## config.mk

```make
export PLATFORM = sky130hd
export DESIGN_NAME = uart_tst_gen
export DESIGN_NICKNAME = d
export VERILOG_FILES = /design/src/rtl/uart_tst_gen.sv
export SDC_FILE = /design/constraint.sdc
export NUM_CORES = 1
export LEC_CHECK = 0
export ABC_AREA = 1
export BUFFER_PORTS_ARGS = -buffer_cell sky130_fd_sc_hd__buf_4
export CAP_MARGIN = 20
export CORE_MARGIN = 10
export CORE_UTILIZATION = 30
export CTS_CLUSTER_SIZE = 40
export DETAILED_ROUTE_END_ITERATION = 10
export PLACE_DENSITY = 0.46
export SLEW_MARGIN = 20
export SYNTH_ARGS = -nofsm -noshare
export SYNTH_HDL_FRONTEND = slang
export SYNTH_SLANG_ARGS = --single-unit
```

## constraint.sdc

```tcl
create_clock -name clk -period 2.8 [get_ports clk]
set_clock_uncertainty 0.15 [all_clocks]
set_input_delay 0.28 -clock clk [delete_from_list [all_inputs] [get_ports clk]]
set_output_delay 0.28 -clock clk [all_outputs]
set_load 0.01 [all_outputs]
```

## src/rtl/uart_tst_gen.sv

```systemverilog
// uart_tst_gen: UART exerciser; echo (mode 0) or incrementing-pattern loopback self-test (mode 1).
// Optional receive/transmit watchdog is built when UART_TST_WDOG_EN is defined.
module uart_tst_gen #(
    parameter int                DATA_W   = 8,
    parameter int                ECHO_INC = 1,
    parameter logic [DATA_W-1:0] SEED     = 8'h54,
    parameter int                CNT_W    = 16,
    parameter int                TO_CYC   = 100000
) (
    input  logic              clk,
    input  logic              rst_n,
    input  logic              enable,
    input  logic              mode,
    input  logic              rx_ready,
    input  logic [DATA_W-1:0] rx_data,
    input  logic              tx_busy,
    output logic              tx_start,
    output logic [DATA_W-1:0] tx_data,
    output logic [CNT_W-1:0]  pass_cnt,
    output logic [CNT_W-1:0]  err_cnt,
    output logic [DATA_W-1:0] last_bad,
    output logic              timeout,
    output logic              busy
);

    typedef enum logic [3:0] {
        IDLE      = 4'd0,
        E_WAIT    = 4'd1,
        E_PREP    = 4'd2,
        E_START   = 4'd3,
        E_HOLD    = 4'd4,
        E_WAIT_TX = 4'd5,
        L_SEND    = 4'd6,
        L_WAIT    = 4'd7,
        L_CHECK   = 4'd8
    } state_t;

    localparam logic [DATA_W-1:0] ECHO_ADD = DATA_W'(ECHO_INC);

    state_t            state;
    logic [DATA_W-1:0] rx_hold;
    logic              rx_flag;
    logic [DATA_W-1:0] pattern;
    logic [DATA_W-1:0] exp_word;

    logic       wd_fire;
    logic       consume;
    logic       overrun;
    logic       mismatch;
    logic [1:0] err_inc;

    function automatic logic [CNT_W-1:0] sat_add(input logic [CNT_W-1:0] val, input logic [1:0] inc);
        logic [CNT_W:0] sum;
        sum = {1'b0, val} + {{(CNT_W-1){1'b0}}, inc};
        return sum[CNT_W] ? {CNT_W{1'b1}} : sum[CNT_W-1:0];
    endfunction

    // A word arriving in a consume cycle replaces the one being consumed and is not an overrun.
    assign consume  = (state == E_PREP) || (state == L_CHECK) || wd_fire;
    assign overrun  = rx_ready && rx_flag && !consume;
    assign mismatch = (state == L_CHECK) && (rx_hold != exp_word);
    assign err_inc  = {1'b0, overrun} + {1'b0, mismatch} + {1'b0, wd_fire};
    assign busy     = (state != IDLE);

`ifdef UART_TST_WDOG_EN
    localparam int WD_W = $clog2(TO_CYC + 1);

    logic [WD_W-1:0] wd_cnt;
    logic            wd_run;

    assign wd_run  = (state == E_WAIT_TX) || (state == L_WAIT);
    assign wd_fire = wd_run && (wd_cnt == WD_W'(TO_CYC - 1));

    always_ff @(posedge clk or negedge rst_n) begin
        if (!rst_n) begin
            wd_cnt  <= '0;
            timeout <= 1'b0;
        end else begin
            wd_cnt <= (wd_run && !wd_fire) ? wd_cnt + 1'b1 : '0;
            if (wd_fire) timeout <= 1'b1;
        end
    end
`else
    assign wd_fire = 1'b0;
    assign timeout = 1'b0;
`endif

    // NOTE: every register here uses non-blocking assignment so all branches see pre-edge values.
    always_ff @(posedge clk or negedge rst_n) begin
        if (!rst_n) begin
            state    <= IDLE;
            tx_start <= 1'b0;
            tx_data  <= '0;
            pass_cnt <= '0;
            err_cnt  <= '0;
            last_bad <= '0;
            rx_hold  <= '0;
            rx_flag  <= 1'b0;
            pattern  <= SEED;
            exp_word <= '0;
        end else begin
            if (rx_ready) begin
                rx_hold <= rx_data;
                rx_flag <= 1'b1;
            end else if (consume) begin
                rx_flag <= 1'b0;
            end

            if (err_inc != 2'd0) err_cnt <= sat_add(err_cnt, err_inc);

            if (wd_fire) begin
                tx_start <= 1'b0;
                state    <= IDLE;
            end else begin
                case (state)
                    IDLE: begin
                        if (enable) state <= mode ? L_SEND : E_WAIT;
                    end
                    E_WAIT: begin
                        if (!enable)     state <= IDLE;
                        else if (rx_flag) state <= E_PREP;
                    end
                    E_PREP: begin
                        tx_data <= rx_hold + ECHO_ADD;
                        state   <= E_START;
                    end
                    E_START: begin
                        if (!tx_busy) begin
                            tx_start <= 1'b1;
                            state    <= E_HOLD;
                        end
                    end
                    E_HOLD: begin
                        tx_start <= 1'b0;
                        state    <= E_WAIT_TX;
                    end
                    E_WAIT_TX: begin
                        if (!tx_busy) state <= enable ? E_WAIT : IDLE;
                    end
                    L_SEND: begin
                        if (!tx_busy) begin
                            tx_data  <= pattern;
                            exp_word <= pattern;
                            pattern  <= pattern + 1'b1;
                            tx_start <= 1'b1;
                            state    <= L_WAIT;
                        end
                    end
                    L_WAIT: begin
                        tx_start <= 1'b0;
                        if (rx_flag && !tx_busy) state <= L_CHECK;
                    end
                    L_CHECK: begin
                        if (mismatch) last_bad <= rx_hold;
                        else          pass_cnt <= sat_add(pass_cnt, 2'd1);
                        state <= enable ? L_SEND : IDLE;
                    end
                    default: begin
                        tx_start <= 1'b0;
                        state    <= IDLE;
                    end
                endcase
            end
        end
    end

endmodule

```

==> impl_results.md <==
- Critical path startpoint category: flip-flop
- First-pass GRT wire length: slightly below 20000 µm
- Reg-to-reg endpoint: err_cnt[14]$_DFFE_PN0P_
- Power Internal: between 2 and 3 mW
- Flop-to-flop setup slack: 4 ps
- Placed cells: between 800 and 900
- Largest cells by area after synthesis: dfrtp_1 (42%), nand2_1 (18%), nand3_1 (6.6%), inv_1 (5.3%), nor2_1 (3.3%)
- Sequential share of power: a little under 40%
- PwrDens: between 700 and 800 nW/µm²
- Ant diodes: 0
- Worst setup EP type: flip-flop
- GP Congestion: 0.817
- CP required: about 2900 ps
- RSZ-0062 raised after global routing: true
- Worst Hold Class: input pin to flip-flop
- Detailed Route WL: between 10000 and 15000 µm
- DIE WIDTH: ~140 µm
- WS Path Type: flip-flop to flip-flop
- Setup tns final: 0 ps
- Drt drc: 0
- Sw Share: 37.4%
- Final period utilization: approximately 100%
- Worst-margin pin slew: roughly 760 ps
- Synth Area in Simple Gates: between 30% and 40%
- Adder-Cell Fraction of Synth Area: approximately 2.4%
- Synth cell types: 41
- Pleak: between 3 and 4 nW
- Crit path largest cell delay: around 460 ps
- Final setup violation count: 0
- CTS Sinks: just under 80
- Outcome: complete, no violations
- WL per Instance: approximately 14 µm
- Core Region: 14600 µm²
- Initial DRC Count: ~210
- ANT nets after route: 0
- Finished Layout Cells: ~870
- Critical path peak fanout: 8
- Comb power frac: between 30% and 40%
- CP most frequent cell: nor2_4
- Metal1 wirelength: 5700 µm
- CP Depth: 14
- Post-DP HPWL: 8660 µm
- Post-synthesis xor/xnor area fraction: 3.48%
- WL met2: 5530 µm
- Post-Syn Nets: around 600
- Num CTS Buffers: 9
- Asr flop ratio synth: 100%
- Switching power: approximately 1.7 mW
- Final hold violation count: 0
- Yosys warning count: 0
- Max-slew headroom: between 40 and 50%
- Reg-to-reg startpoint: state[0]$_DFFE_PN0P_
- Largest family of logic cells by synthesized area: simple AND/OR/NAND/NOR gates
- Synth area leader: dfrtp_1
- CP Capture Point: err_cnt[14]$_DFFE_PN0P_
- Synthesized area: 4490 µm²
- Initial Util: between 30% and 40%
- Top post-synthesis cells by count: nand2_1 (213), dfrtp_1 (75), inv_1 (64)
- Ys flop type: dfrtp_1
- WP buf/inv: 2
- Synthesized area per cell: about 7.6 µm²
- Vias in the first global route: 3948
- All-Layer GR Usage: 12.1%
- R2r worst-path depth: 14
- Seq/Total Area, Yosys: a little over two fifths
- CTS H-tree depth: 3
- CTS Buffer Depth: 2
- Crit path max-delay family: simple AND/OR/NAND/NOR gates
- Layout cells sized above 1: between 20% and 30%
- Worst vdd ir: between 0.0003 and 0.0004 V
- Mapped Cells: around 590
- Max-slew violation count: 0
- Share of the synthesized area in the top cell type: 41.8%
- I/O pin total: 65
- Compound-Gate Fraction of Synth Area: under 10%
- Vias: 4025
- Reg clk slew, reported paths: ~60 ps
- Slowest-stage cell, CP: dfrtp_2
- # port buffers: 63
- Crit-path cells: nor2_4 -> nand2_2 -> nor2_4 -> buf_12 -> nand2_8 -> ha_4 -> ha_4 -> inv_2 -> fa_2 -> nor2_4 -> nand4_4 -> nor2_4 -> nand3_4 -> nand3_2
- Multiplexer share of the synthesized area: less than 1%
- Met3 routed wirelength: 611 µm
- Register bit total from synthesis: a little under 80
- Final core utilization: between 30% and 40%
- Top sig layer: met4
- Root buf cell: clkbuf_16
- Die ar.: a little over 20000 µm²
- Largest net degree at the start of global routing: 47
- Most common cell in the synthesized netlist: nand2_1
- Final net count: around 710
- Period minus WS final: between 2000 and 3000 ps
- Grt total ovfl: 0
- Number of enable flip-flop cells after synthesis: 0
- Max Fclk: 358 MHz
- Initial antenna violation count: 0
- Max_cap viols: 0
- Cell row count: 44
- Area Overhead vs Synth: 28.8%
- Worst-Skew Late Latency: around 350 ps
- Via/cell ratio: 4.61
- Clock share of power: 24.5%
- Crit path DAT: approximately 2900 ps
- Drt first pass iters: 4
- CP Launch Point: state[0]$_DFFE_PN0P_
- Die Ht: about 140 µm
- CTS tree: built
worst min path at each step:
stage | end | cells past startpoint | startpoint | slack (ps)
CTS | rx_hold[0]$_DFFE_PN0P_ | 3 | rx_data[0] | 1
detailed placement | pass_cnt[6]$_DFFE_PN0P_ | 1 | rst_n | 130
finish | rx_hold[0]$_DFFE_PN0P_ | 3 | rx_data[0] | 10
global route | rx_hold[5]$_DFFE_PN0P_ | 3 | rx_data[5] | 20
floorplan | err_cnt[0]$_DFFE_PN0P_ | 0 | rst_n | -170
global placement | pass_cnt[6]$_DFFE_PN0P_ | 1 | rst_n | 120
what timing repair did:
action                     4_1_cts  5_1_grt
setup endpoints to repair       14       16
gates resized for setup          3       17
pin swaps                        1       12
gates cloned                     1        0
hold buffers                     5        0
buffers inserted                 0        4
hold endpoints to repair        36        0
per-stage QoR:
| stage | instance area (µm²) | power [mW] | setup slack, ps | hold slack, ps |
|---|---|---|---|---|
| 6_report | 5790 | 4.47 | 3.70 | 14.6 |
| 5_1_grt | 5790 | 4.82 | -137 | 24.5 |
| 4_1_cts | 5690 | 4.50 | 2.98 | 1.12 |
| 2_1_floorplan | 4580 | 2.70 | 29.3 | -166 |
| 3_3_place_gp | 5340 | 3.35 | 52.1 | 120 |
| 3_5_place_dp | 5340 | 3.35 | -3.03 | 129 |
cell families after synthesis:
| group | count (synthesis) |
|---|---|
| AOI/OAI and AO/OA | 41 |
| DFF | 78 |
| other | 1 |
| xor gates and xnor gates | 17 |
| adders and majority gates | 8 |
| muxes | 1 |
| buffers and inverters | 80 |
| and+or+nand+nor | 368 |
cell type report:
class / count / area, µm²
repair buffers: 90 / 713
inverters: 68 / 258
well taps: 184 / 230
fillers: 1478 / 8800
flip-flops and latches: 78 / 1960
clock inverters: 4 / 22.5
multi-input cells: 437 / 2360
clock buffers: 12 / 246
state kept, by name, indices dropped and copies added (netlist names):
| signal | flops |
|---|---|
| err_cnt | 16 |
| exp_word | 8 |
| last_bad | 8 |
| pass_cnt | 16 |
| pattern | 8 |
| rx_flag | 1 |
| rx_hold | 8 |
| state | 4 |
| tx_data | 8 |
| tx_start | 1 |
cell usage in the layout, fill, tap and decap left out, drive strengths merged, types with 3 or more instances in the layout:
cell type | netlist | routed
a21oi | 5 | 5
o21ai | 29 | 29
dfstp | 3 | 3
inv | 68 | 68
nand2 | 219 | 219
dfrtp | 75 | 75
dlygate4sd3 | 0 | 5
ha | 7 | 7
nor2 | 53 | 53
clkbuf | 2 | 12
clkinv | 0 | 3
xnor2 | 7 | 7
xor2 | 10 | 10
nand4 | 18 | 18
a31oi | 3 | 3
or2 | 4 | 4
nand3b | 5 | 5
buf | 10 | 85
nor3 | 6 | 6
nand3 | 61 | 62
worst reg2reg max path: cells and delay by family (launching register included):
family                   cells  cell delay [ps]
buffers and inverters        2              150
flip-flops                   1              460
adder cells (fa/ha/maj)      3              740
AND/OR/NAND/NOR              9             1230
routing by layer:
layer	GRT usage, %	up-vias
met5	0	-
met4	3.67	0
met3	3.60	11
met2	19.3	80
met1	15.5	1855
li1	-	2079
power groups by stage:
stage	logic (mW)	registers [mW]	clock network [mW]
after global placement	1.61	1.74	0
after floorplan	0.953	1.75	0
after global routing	1.87	1.77	1.18
after CTS	1.63	1.73	1.14
final	1.65	1.72	1.10
after detailed placement	1.61	1.74	0
Note: power is estimated with default switching activity, not from simulation.
